[src/rtl/uart_rx_fifo_pkg.sv]
// ---------------------------------------------------------------------------
// uart_rx_fifo_pkg
// Values shared by the UART receiver, transmitter and the receive-side FIFO.
//   UART_DATA_W        : width of one UART character
//   UART_RX_FIFO_DEPTH : default number of entries in the receive FIFO
// No ports; imported with "import uart_rx_fifo_pkg::*;".
// ---------------------------------------------------------------------------
package uart_rx_fifo_pkg;

    localparam int UART_DATA_W        = 8;
    localparam int UART_RX_FIFO_DEPTH = 16;

endpackage

[src/rtl/uart_rx_fifo_sync_fifo.sv]
// ---------------------------------------------------------------------------
// uart_rx_fifo_sync_fifo
// Single-clock FIFO with a show-ahead read port.
// Parameters:
//   W     : data width
//   DEPTH : number of entries, power of two, >= 2
// Ports:
//   clk, rst_n : clock, asynchronous active-low reset
//   wr_en      : write request; accepted when not full, or when full and a
//                read happens on the same edge
//   wr_data    : data written on an accepted write
//   rd_en      : read request; ignored while empty
//   rd_data    : head entry, zero while empty
//   level      : entries held, 0..DEPTH
// ---------------------------------------------------------------------------
module uart_rx_fifo_sync_fifo
    import uart_rx_fifo_pkg::*;
#(
    parameter int  W     = UART_DATA_W,
    parameter int  DEPTH = UART_RX_FIFO_DEPTH,
    localparam int AW    = $clog2(DEPTH)
) (
    input  logic          clk,
    input  logic          rst_n,
    input  logic          wr_en,
    input  logic [W-1:0]  wr_data,
    input  logic          rd_en,
    output logic [W-1:0]  rd_data,
    output logic [AW:0]   level
);

    localparam logic [AW:0] PTR_ONE  = (AW+1)'(1);
    localparam logic [AW:0] LEVEL_FULL = (AW+1)'(DEPTH);

    logic [W-1:0] mem [DEPTH];
    logic [AW:0]  wr_ptr;
    logic [AW:0]  rd_ptr;
    logic         full;
    logic         empty;
    logic         do_wr;
    logic         do_rd;

    // Pointers carry one extra bit so that full and empty stay distinct;
    // their difference is the occupancy directly.
    assign level = wr_ptr - rd_ptr;
    assign full  = (level == LEVEL_FULL);
    assign empty = (level == '0);

    // A read frees a slot at the same edge, so a write into a full FIFO is
    // still accepted when it coincides with a read.
    assign do_rd = rd_en & ~empty;
    assign do_wr = wr_en & (~full | do_rd);

    // Pointer update; reset empties the FIFO regardless of storage contents.
    always_ff @(posedge clk or negedge rst_n) begin
        if (!rst_n) begin
            wr_ptr <= '0;
            rd_ptr <= '0;
        end else begin
            if (do_wr) begin
                wr_ptr <= wr_ptr + PTR_ONE;
            end
            if (do_rd) begin
                rd_ptr <= rd_ptr + PTR_ONE;
            end
        end
    end

    // Storage needs no reset: nothing is visible unless the pointers say so.
    always_ff @(posedge clk) begin
        if (do_wr) begin
            mem[wr_ptr[AW-1:0]] <= wr_data;
        end
    end

    // Show-ahead head; forced to zero while empty so stale data never leaks.
    assign rd_data = empty ? '0 : mem[rd_ptr[AW-1:0]];

endmodule

[src/rtl/uart_rx_fifo.sv]
// ---------------------------------------------------------------------------
// uart_rx_fifo
// Receive-side byte buffer behind the UART receiver. Each rising edge of the
// receiver's 'received' level pushes one byte; bytes leave on a show-ahead
// valid/ready interface. A byte arriving while full (and not popped at the
// same edge) is dropped and raises a sticky overflow flag.
// Build option:
//   UART_RX_FIFO_LEVEL_EN : when defined, adds the fill_level output.
// Ports:
//   clk, rst_n  : clock, asynchronous active-low reset
//   rx_received : receiver byte-done level
//   rx_data     : receiver byte, stable while rx_received is high
//   out_valid   : FIFO non-empty, out_data valid
//   out_data    : head byte (show-ahead), zero while empty
//   out_ready   : consumer takes the head byte when out_valid is high
//   overflow    : sticky, a byte was dropped because the FIFO was full
//   ovf_clr     : one-cycle pulse clears overflow (a drop at the same edge wins)
//   fill_level  : entries held (only with UART_RX_FIFO_LEVEL_EN)
// ---------------------------------------------------------------------------
module uart_rx_fifo
    import uart_rx_fifo_pkg::*;
#(
    parameter int  DEPTH = UART_RX_FIFO_DEPTH,
    localparam int AW    = $clog2(DEPTH)
) (
    input  logic                   clk,
    input  logic                   rst_n,
    input  logic                   rx_received,
    input  logic [UART_DATA_W-1:0] rx_data,
    output logic                   out_valid,
    output logic [UART_DATA_W-1:0] out_data,
    input  logic                   out_ready,
    output logic                   overflow,
    input  logic                   ovf_clr
`ifdef UART_RX_FIFO_LEVEL_EN
    ,
    output logic [AW:0]            fill_level
`endif
);

    localparam logic [AW:0] LEVEL_FULL = (AW+1)'(DEPTH);

    logic        rx_prev;
    logic        push;
    logic        full;
    logic        empty;
    logic        drop;
    logic [AW:0] level;

    // rx_prev comes out of reset high so that a 'received' level already
    // asserted across reset is not mistaken for a new byte.
    always_ff @(posedge clk or negedge rst_n) begin
        if (!rst_n) begin
            rx_prev <= 1'b1;
        end else begin
            rx_prev <= rx_received;
        end
    end

    assign push = rx_received & ~rx_prev;

    assign full  = (level == LEVEL_FULL);
    assign empty = (level == '0);

    // Full implies non-empty, so a pop at this edge is just out_ready; with a
    // pop the slot frees up and the byte is kept instead of dropped.
    assign drop = push & full & ~out_ready;

    uart_rx_fifo_sync_fifo #(
        .W     (UART_DATA_W),
        .DEPTH (DEPTH)
    ) u_fifo (
        .clk     (clk),
        .rst_n   (rst_n),
        .wr_en   (push),
        .wr_data (rx_data),
        .rd_en   (out_ready),
        .rd_data (out_data),
        .level   (level)
    );

    assign out_valid = ~empty;

    // Sticky overflow: a drop sets it even if a clear arrives at the same edge.
    always_ff @(posedge clk or negedge rst_n) begin
        if (!rst_n) begin
            overflow <= 1'b0;
        end else if (drop) begin
            overflow <= 1'b1;
        end else if (ovf_clr) begin
            overflow <= 1'b0;
        end
    end

`ifdef UART_RX_FIFO_LEVEL_EN
    assign fill_level = level;
`endif

endmodule

[config.mk]
export PLATFORM = sky130hd
export DESIGN_NAME = uart_rx_fifo
export DESIGN_NICKNAME = d
export VERILOG_FILES = /design/src/rtl/uart_rx_fifo_pkg.sv /design/src/rtl/uart_rx_fifo_sync_fifo.sv /design/src/rtl/uart_rx_fifo.sv
export SDC_FILE = /design/constraint.sdc
export NUM_CORES = 1
export LEC_CHECK = 0
export CAP_MARGIN = 20
export CELL_PAD_IN_SITES_DETAIL_PLACEMENT = 0
export CELL_PAD_IN_SITES_GLOBAL_PLACEMENT = 1
export CORE_MARGIN = 2
export CORE_UTILIZATION = 40
export CTS_BUF_LIST = sky130_fd_sc_hd__clkbuf_8
export DETAILED_ROUTE_END_ITERATION = 10
export PLACE_DENSITY = 0.74
export SLEW_MARGIN = 40
export SYNTH_ARGS = -nofsm -noshare
export SYNTH_HDL_FRONTEND = slang
export SYNTH_HIERARCHICAL = 1
export SYNTH_SLANG_ARGS = --single-unit
export TNS_END_PERCENT = 10
[constraint.sdc]
create_clock -name clk -period 4.1 [get_ports clk]
set_input_delay 1.23 -clock clk [delete_from_list [all_inputs] [get_ports clk]]
set_output_delay 1.23 -clock clk [all_outputs]
set_load 0.01 [all_outputs]
## Word-level counts from Yosys, hierarchy flattened

Memories as Yosys holds them, arrays and structs flattened.
Index checks and enable logic that the tools add are counted.

- $add $sub $neg: 3
- Multipliers: 0
- Divide/modulo/power cells: 0
- $lt $le $gt $ge: 0
- Equality and inequality tests: 1
- Shift operators: 0
- Muxes and demuxes: 5
- Bitwise gates (word level): 10
- Reductions and logical operators: 2

Operators by type and width:

| kind | number |
|---|---|
| 5-bit by 1-bit adder with 5-bit output, second input constant | 2 |
| 8-bit 2-to-1 mux | 1 |
| 1-bit AND | 5 |
| 5-bit == test, second input constant | 1 |
| 5-bit zero test | 1 |
| 5-bit subtractor | 1 |
| 1-bit 2-to-1 mux | 4 |
| 1-bit NOT | 4 |
| 2-bit nonzero test | 1 |
| 1-bit bitwise OR | 1 |

- Register bits after elaboration: 12
- Latch bits: 0
- Memory bits (writable): 128
- Memory bits (read-only): 0
- Input bits: 13
- Output and inout bits: 10
- Word-level logic and storage cells: 26
- Memories kept: 1

Memories:

| memory | words | bits a word | read ports | clocked after memory_dff | write ports | line | RTL |
|---|---|---|---|---|---|---|---|
| u_fifo.mem | 16 | 8 | 1 | 0 | 1 | uart_rx_fifo_sync_fifo.sv:35 | `logic [W-1:0] mem [DEPTH];` |

## Logic depth before layout (Yosys ltp)

Gate-level depths: netlist (run 1).

- Depth after elaboration: 8
- Depth in mapped cells: 11

## By module

The synthesis (run 1) kept the hierarchy.

By module, submodules not included:

| module | times used | cells each | area each (µm²) | sequential area each (µm²) |
|---|---|---|---|---|
| uart_rx_fifo_sync_fifo | 1 | 305 | 5796.8 | 4093.9 |
| uart_rx_fifo | 1 | 8 | 105.1 | 51.3 |

## Worst setup path before layout (run 1)

Ideal clock, no wire load.

- Path type: register to output
- Start point: reg u_fifo.rd_ptr[2]
- End point: out out_data[0]
- Arrival time: 2.490 ns
- Data required time: 2.870 ns
- Path slack: 0.380 ns
- Stages on the path, launching flop included: 11
- Buffers on the path: 4
- Path through: dfrtp_1 > buf_2 > buf_4 > inv_1 > buf_2 > ha_1 > xor2_2 > and4b_4 > o2bb2a_4 > buf_6 > a211oi_1

- Word-level cells in the longest chain between the ends: 3

RTL lines:

| item | line | RTL |
|---|---|---|
| from (decl) | uart_rx_fifo_sync_fifo.sv:37 | `logic [AW:0] rd_ptr;` |
| from (signal assigned) | uart_rx_fifo_sync_fifo.sv:64 | `rd_ptr <= rd_ptr + PTR_ONE;` |
| 5-bit subtractor | uart_rx_fifo_sync_fifo.sv:45 | `assign level = wr_ptr - rd_ptr;` |
| named net level[2] | uart_rx_fifo.sv:48 | `logic [AW:0] level;` |
| 5-bit zero test | uart_rx_fifo_sync_fifo.sv:47 | `assign empty = (level == '0);` |
| 8-bit 2-to-1 mux | uart_rx_fifo_sync_fifo.sv:77 | `assign rd_data = empty ? '0 : mem[rd_ptr[AW-1:0]];` |
| to (decl) | uart_rx_fifo.sv:31 | `output logic [UART_DATA_W-1:0] out_data,` |

The timed path passes the listed nets, and every way through them passes these cells.

## Worst setup path in the final report (run 1)

- Start point: reg u_fifo.rd_ptr[1]
- End point: out out_valid

- Word-level cells in the longest chain between the ends: 3

RTL lines:

| item | line | RTL |
|---|---|---|
| 5-bit subtractor | uart_rx_fifo_sync_fifo.sv:45 |  |
| named net level[3] | uart_rx_fifo.sv:48 |  |
| 5-bit zero test | uart_rx_fifo.sv:63 | `assign empty = (level == '0);` |
| 1-bit NOT | uart_rx_fifo.sv:82 | `assign out_valid = ~empty;` |
| to (decl) | uart_rx_fifo.sv:30 | `output logic out_valid,` |

The timed path passes the listed nets, and every way through them passes these cells.

==> flow_metrics.env, run 1 <==
export IMPL_cts_buffers=17
export IMPL_ir_drop_mv=0.244
export IMPL_die_w_um=125
export IMPL_timing_hold_ws_ns=0.499
export IMPL_cts_tree="built"
export IMPL_routabilityCongestion=0.758
export IMPL_finalPower_mw=4.82
export IMPL_drc=0
export IMPL_r2r_end="u_fifo/mem[5][2]"
export IMPL_antenna_found_initial=0
export IMPL_holdBufCountCts=0
export IMPL_clk_latency_ns=0.44
export IMPL_r2r_start="u_fifo/wr_ptr[0]"
export IMPL_vias=2954
export IMPL_p_per_area_mw_per_mm2=701
export IMPL_hold_start="u_fifo/rd_ptr[4]"
export IMPL_dr_first_iter_drc_count=220
export IMPL_final_area_mm2=0.00687
export IMPL_drtAntennaViolNets=0
export IMPL_finalCritPeriodShare_pct=96.1
export IMPL_worst_setup_path_end_kind="output port"
export IMPL_grt_usage_pct=15.9
export IMPL_yosysUniqueCellTypes=45
export IMPL_crit_arrival_ns=2.71
export IMPL_synthCells=313
export IMPL_synthArstFlopShare_pct=8.57
export IMPL_worstMarginPinSlew_ns=0.701
export IMPL_fin_skew_ns=0.00997
export IMPL_io_pins=23
export IMPL_routed_wl_um=11600
export IMPL_rsz0062_at_grt="yes"
export IMPL_max_slew_margin_pct=53.2
export IMPL_power_leakage_nw=2.34
export IMPL_hold_viol_final=0
export IMPL_rrSetupSlack_ns=1.35
export IMPL_hold_depth=1
export IMPL_place_area_mm2=0.00644
export IMPL_row_count=44
export IMPL_grt_overflow=0
export IMPL_synth_area_mm2=0.00590
export IMPL_worstPathCellList="clkinv_1, buf_4, ha_1, a21oi_1, nand2_1, xor2_1, nor4_4, nand2b_1, clkdlybuf4s50_1"
export IMPL_core_area_mm2=0.0145
export IMPL_cp_num_buf_inv=3
export IMPL_wl_per_cell_um=20.7
export IMPL_cp_start_kind="flop"
export IMPL_crit_path_top_delay_cell="clkdlybuf4s50_1"
export IMPL_required_ns=2.87
export IMPL_min_path_type="reg -> reg"
export IMPL_grt_pass1_vias=3097
export IMPL_viasPerCell=5.28
export IMPL_period_needed_ns=3.94
export IMPL_clk_pin_slew_worst_paths_ns=0.08
export IMPL_criticalPathCategory="reg -> out"
export IMPL_avgSynthCellArea_um2=18.9
export IMPL_antenna_cells=0
export IMPL_status="complete, no violations"
export IMPL_finalSetupViolCount=0
export IMPL_clockRootBuffer="clkbuf_8"
export IMPL_ff2ff_path_depth=10
export IMPL_synth_edff_count=128
export IMPL_utilization_pct=47.5
export IMPL_synth_nets=336
export IMPL_holdPathEnd="u_fifo/rd_ptr[4]"
export IMPL_synth_flop_cell="edfxtp_1"
export IMPL_clock_sinks=140
export IMPL_critPathTopFamily="buffers and inverters"
export IMPL_ys_warn_count=6
export IMPL_grt_pass1_wl_um=18000
export IMPL_max_stage_delay_ns=0.47
export IMPL_clock_path_buffers=2
export IMPL_nets=386
export IMPL_die_h_um=125
export IMPL_ys_ff_latch=140
export IMPL_startpoint="u_fifo/rd_ptr[1]"
export IMPL_fmax_ghz=0.254
export IMPL_worstPathMaxFanout=9
export IMPL_drive_above_1_share_pct=30.9
export IMPL_cp_depth=9
export IMPL_drtPass1Iterations=4
export IMPL_area_delta_synth_final_pct=16.5
export IMPL_ys_seq_area_share_pct=70.2
export IMPL_dpl_hpwl_um=7530
export IMPL_finalMaxSlewViolations=0
export IMPL_die_area_mm2=0.0157
export IMPL_io_buffers=22
export IMPL_initial_core_util_pct=40.8
export IMPL_drv_cap=0
export IMPL_grt_max_degree=36
export IMPL_htree_levels=4
flip-flops by register name, indices dropped and copies added, names as in the netlist:
name           flops
overflow           1
u_fifo/wr_ptr      5
u_fifo/mem       128
rx_prev            1
u_fifo/rd_ptr      5
cell usage in the layout (no fill, tap or decap), drive strengths merged, types with 2 or more instances in the layout:
master         synthesis  routed
mux2                   2       2
edfxtp               128     128
clkdlybuf4s50          0      14
xnor2                  7       7
dfrtp                 11      11
and3                   8       8
nand2                 20      20
nand2b                 2       2
o21ai                  4       4
bufinv                 0       4
nor3                   7       7
ha                     9       9
mux4                  32      32
nor2                   5       5
nand3b                 3       3
nor3b                  2       2
nor4b                  3       3
nand3                  2       2
a21oi                  2       2
xor2                   4       4
clkinvlp               0       2
inv                   11      15
buf                   13      26
nor2b                  2       2
clkbuf                 3      24
a211oi                 9       9
clkinv                 1       6
nor4                   5       5
mux2i                  8       8
layer usage:
layer  vias up  wire, um  track usage [%]
met2        59      6140             27.7
met4         0       177             5.69
met1      1539      4850             18.8
met3        13       424             4.84
met5         -         0                0
li1       1343         -                -
logic make-up (layout without fill, tap and decap cells):
logic type	Yosys count	in the layout	share of synthesized area, %
XOR/XNOR	11	11	1.76
AO/OA/AOI/OAI	19	19	2.76
multiplexers	42	42	13.9
flip-flops	140	140	70.2
adder cells (fa/ha/maj)	10	10	2.25
AND/OR/NAND/NOR	63	63	6.47
buffers and inverters	28	91	2.59
what timing repair did:
| item | in CTS | in global routing |
|---|---|---|
| hold endpoints to repair | 0 | 0 |
| gates resized for setup | 8 | 22 |
| buffers inserted | 1 | 0 |
| pin swaps | 1 | 0 |
| cloned | 0 | 0 |
| setup endpoints to repair | 8 | 9 |
power by group:
part           leakage [nW]  switching [mW]  internal [mW]
clock network         0.218           0.542          0.672
logic                 0.825            1.03          0.824
registers              1.29          0.0671           1.68
cell type report:
type | instances | area, um2
clock buffers | 17 | 234
flip-flops and latches | 140 | 4150
well taps | 184 | 230
inverters | 12 | 45.0
fillers | 1212 | 7610
clock inverters | 15 | 210
repair buffers | 47 | 368
multi-input cells | 145 | 1640
through the flow:
| stage | instances | setup WS [ns] | TNS (ns) |
|---|---|---|---|
| floorplan | 313 | 0.380 | 0 |
| global placement | 527 | 0.246 | 0 |
| detailed placement | 527 | 0.142 | 0 |
| CTS | 560 | 0.00283 | 0 |
| global route | 560 | -0.0210 | -0.0210 |
| finish | 560 | 0.160 | 0 |
worst reg2reg max path, stage by stage, from the launching register on:
cell	delay [ns]
dfrtp_1	0.39
inv_1	0.11
ha_1	0.16
inv_1	0.05
fa_2	0.37
xor2_2	0.23
and4b_4	0.26
nor2_4	0.18
o21ai_4	0.17
nor4b_2	0.30
buf_4	0.25
Yosys cell counts, drive strengths merged (2+ instances only):
| master | number | area (um2) |
|---|---|---|
| nand3b | 3 | 22.5 |
| nand3 | 2 | 10.0 |
| mux4 | 32 | 721 |
| xnor2 | 7 | 61.3 |
| ha | 9 | 113 |
| nor4 | 5 | 61.3 |
| nor3b | 2 | 15.0 |
| nor3 | 7 | 35.0 |
| xor2 | 4 | 42.6 |
| nor4b | 3 | 26.3 |
| o21ai | 4 | 35.0 |
| a211oi | 9 | 72.6 |
| and3 | 8 | 50.1 |
| a21oi | 2 | 10.0 |
| nor2b | 2 | 12.5 |
| nand2 | 20 | 75.1 |
| edfxtp | 128 | 3840 |
| buf | 13 | 96.3 |
| mux2i | 8 | 80.1 |
| dfrtp | 11 | 275 |
| clkbuf | 3 | 11.3 |
| nand2b | 2 | 12.5 |
| mux2 | 2 | 22.5 |
| nor2 | 5 | 26.3 |
| inv | 11 | 41.3 |
how the worst max path moves through the flow:
stage	slack (ns)	endpoint
4_1_cts	0.003	out_data[6]
3_5_place_dp	0.14	out_data[1]
3_3_place_gp	0.25	out_data[5]
6_report	0.16	out_valid
5_1_grt	-0.02	out_valid
2_1_floorplan	0.38	out_data[0]
(Power assumes the default switching activity.)
==> inputs of run 2 (changes only) <==
--- a/config.mk
+++ b/config.mk
@@ -5,7 +5,6 @@
 export SDC_FILE = /design/constraint.sdc
 export NUM_CORES = 1
 export LEC_CHECK = 0
-export CAP_MARGIN = 20
 export CELL_PAD_IN_SITES_DETAIL_PLACEMENT = 0
 export CELL_PAD_IN_SITES_GLOBAL_PLACEMENT = 1
 export CORE_MARGIN = 2
@@ -13,6 +12,7 @@
 export CTS_BUF_LIST = sky130_fd_sc_hd__clkbuf_8
 export DETAILED_ROUTE_END_ITERATION = 10
 export PLACE_DENSITY = 0.74
+export REMOVE_ABC_BUFFERS = 1
 export SLEW_MARGIN = 40
 export SYNTH_ARGS = -nofsm -noshare
 export SYNTH_HDL_FRONTEND = slang
==> run 2 against run 1 <==
Clock-buffer cell count stayed put. Largest power group unchanged. Largest cell class unchanged. Register-to-register slack lost 0.11 ns. Non-clock buffer count up 2. Clock power down 8%. Die area is the same. Flip-flop and latch count unchanged. Combinational power increased by 6%. Critical path depth unchanged. Sequential power about the same. Total power barely moved. Fmax shrank 0.75%. Routed wire length shrank 0.72%.
==> flow_metrics.env, run 2 (synthesis results as in run 1) <==
export IMPL_clockRootBuffer="clkbuf_8"
export IMPL_wl_per_cell_um=20.4
export IMPL_routed_wl_um=11500
export IMPL_fin_skew_ns=0.00851
export IMPL_drtPass1Iterations=4
export IMPL_routabilityCongestion=0.738
export IMPL_grt_pass1_vias=3118
export IMPL_final_area_mm2=0.00690
export IMPL_hold_viol_final=0
export IMPL_worst_setup_path_end_kind="output port"
export IMPL_io_buffers=22
export IMPL_clk_latency_ns=0.44
export IMPL_dpl_hpwl_um=7030
export IMPL_power_leakage_nw=2.34
export IMPL_htree_levels=4
export IMPL_vias=2983
export IMPL_layout_commonest_cell="edfxtp_1"
export IMPL_min_path_type="reg -> reg"
export IMPL_die_area_mm2=0.0157
export IMPL_place_area_mm2=0.00645
export IMPL_row_count=44
export IMPL_grt_max_degree=36
export IMPL_dr_first_iter_drc_count=206
export IMPL_nets=389
export IMPL_drv_cap=0
export IMPL_timing_hold_ws_ns=0.494
export IMPL_viasPerCell=5.30
export IMPL_final_cell_count_no_fill=563
export IMPL_clock_sinks=140
export IMPL_period_needed_ns=3.97
export IMPL_clk_pin_slew_worst_paths_ns=0.08
export IMPL_p_per_area_mw_per_mm2=699
export IMPL_largest_reg_flops=128
export IMPL_cts_buffers=17
export IMPL_finalSetupViolCount=0
export IMPL_grt_usage_pct=15.6
export IMPL_final_setup_tns_ns=0
export IMPL_initial_core_util_pct=40.8
export IMPL_antenna_cells=0
export IMPL_worstPathMaxFanout=4
export IMPL_grt_pass1_wl_um=18100
export IMPL_drive_above_1_share_pct=31.9
export IMPL_fmax_ghz=0.252
export IMPL_grt_overflow=0
export IMPL_finalMaxSlewViolations=0
export IMPL_io_pins=23
export IMPL_max_slew_margin_pct=52.3
export IMPL_criticalPathCategory="reg -> out"
export IMPL_die_h_um=125
export IMPL_rrSetupSlack_ns=1.24
export IMPL_clock_path_buffers=2
export IMPL_mostFrequentLayoutCells="edfxtp_1, mux4_2, buf_4"
export IMPL_worstMarginPinSlew_ns=0.716
export IMPL_finalCritPeriodShare_pct=96.8
export IMPL_crit_arrival_ns=2.74
export IMPL_die_w_um=125
export IMPL_core_area_mm2=0.0145
export IMPL_drc=0
export IMPL_holdBufCountCts=0
export IMPL_dp_cells=528
export IMPL_cp_start_kind="flop"
export IMPL_required_ns=2.87
export IMPL_cts_tree="built"
export IMPL_ir_drop_mv=0.282
export IMPL_drtAntennaViolNets=0
export IMPL_antenna_found_initial=0
export IMPL_rsz0062_at_grt="yes"
export IMPL_status="complete, no violations"
export IMPL_area_delta_synth_final_pct=16.9
[run 2: changes by cell type in the layout (fill, tap and decap cells not counted), moves of 2 or more]
cell and change:
buf_4 +2, a211oi_2 +3, a211oi_1 -3, clkinv_4 -4, clkbuf_2 -2, bufinv_16 -2
inv_8 +2
[run 2: worst paths after layout]
path,endpoint,start,cells past startpoint
hold reg to reg,u_fifo/wr_ptr[4],u_fifo/wr_ptr[4],1
hold / removal,u_fifo/wr_ptr[4],u_fifo/wr_ptr[4],1
setup / recovery,out_valid,u_fifo/wr_ptr[0],9
setup reg to reg,u_fifo/mem[15][4],u_fifo/wr_ptr[0],10
max in group asynchronous,u_fifo/rd_ptr[0],rst_n,1
min in group asynchronous,overflow,rst_n,1
[run 2: worst max-delay path, cell delays in order, from the launching register on]
cell	delay, ns
dfrtp_1	0.39
inv_2	0.08
ha_1	0.16
inv_1	0.05
fa_2	0.39
nand3_1	0.12
nand3_1	0.22
and2_1	0.27
nand2b_1	0.14
clkdlybuf4s50_1	0.48
[run 2: stage by stage]
step	util (%)	power, mW	setup slack, ns
after CTS	47.7	4.83	0.0225
after detailed placement	44.6	3.67	0.0843
after global placement	44.6	3.64	0.239
after floorplan	-	3.01	-0.487
after global routing	47.6	5.07	-0.0197
final	47.6	4.82	0.131
[run 2: routing by layer]
metal / up-vias / share of wire, % / global-route usage (%)
li1: 1358 / - / -
met4: 0 / 1.2 / 4.71
met5: - / 0 / 0
met2: 50 / 50 / 25.7
met1: 1563 / 45 / 20.5
met3: 12 / 3.6 / 3.89
[run 2: cell type report]
cell class	instances	area, um2
clock inverter	15	163
tap	184	230
fill	1213	7580
inverter	12	45.0
timing repair buffer	49	393
sequential	140	4150
clock buffer	17	234
multi-input combinational	146	1690
[run 2: repair_timing]
item / CTS / global route
setup buffers: 2 / 0
setup endpoints to repair: 8 / 9
cloned: 1 / 0
resized for setup: 18 / 15
pin swaps: 3 / 1
[run 2: where the power goes]
part	total, mW	internal [mW]	leakage, nW	switching, mW
logic	1.98	0.882	0.848	1.10
clock network	1.11	0.552	0.199	0.554
registers	1.73	1.68	1.30	0.0514
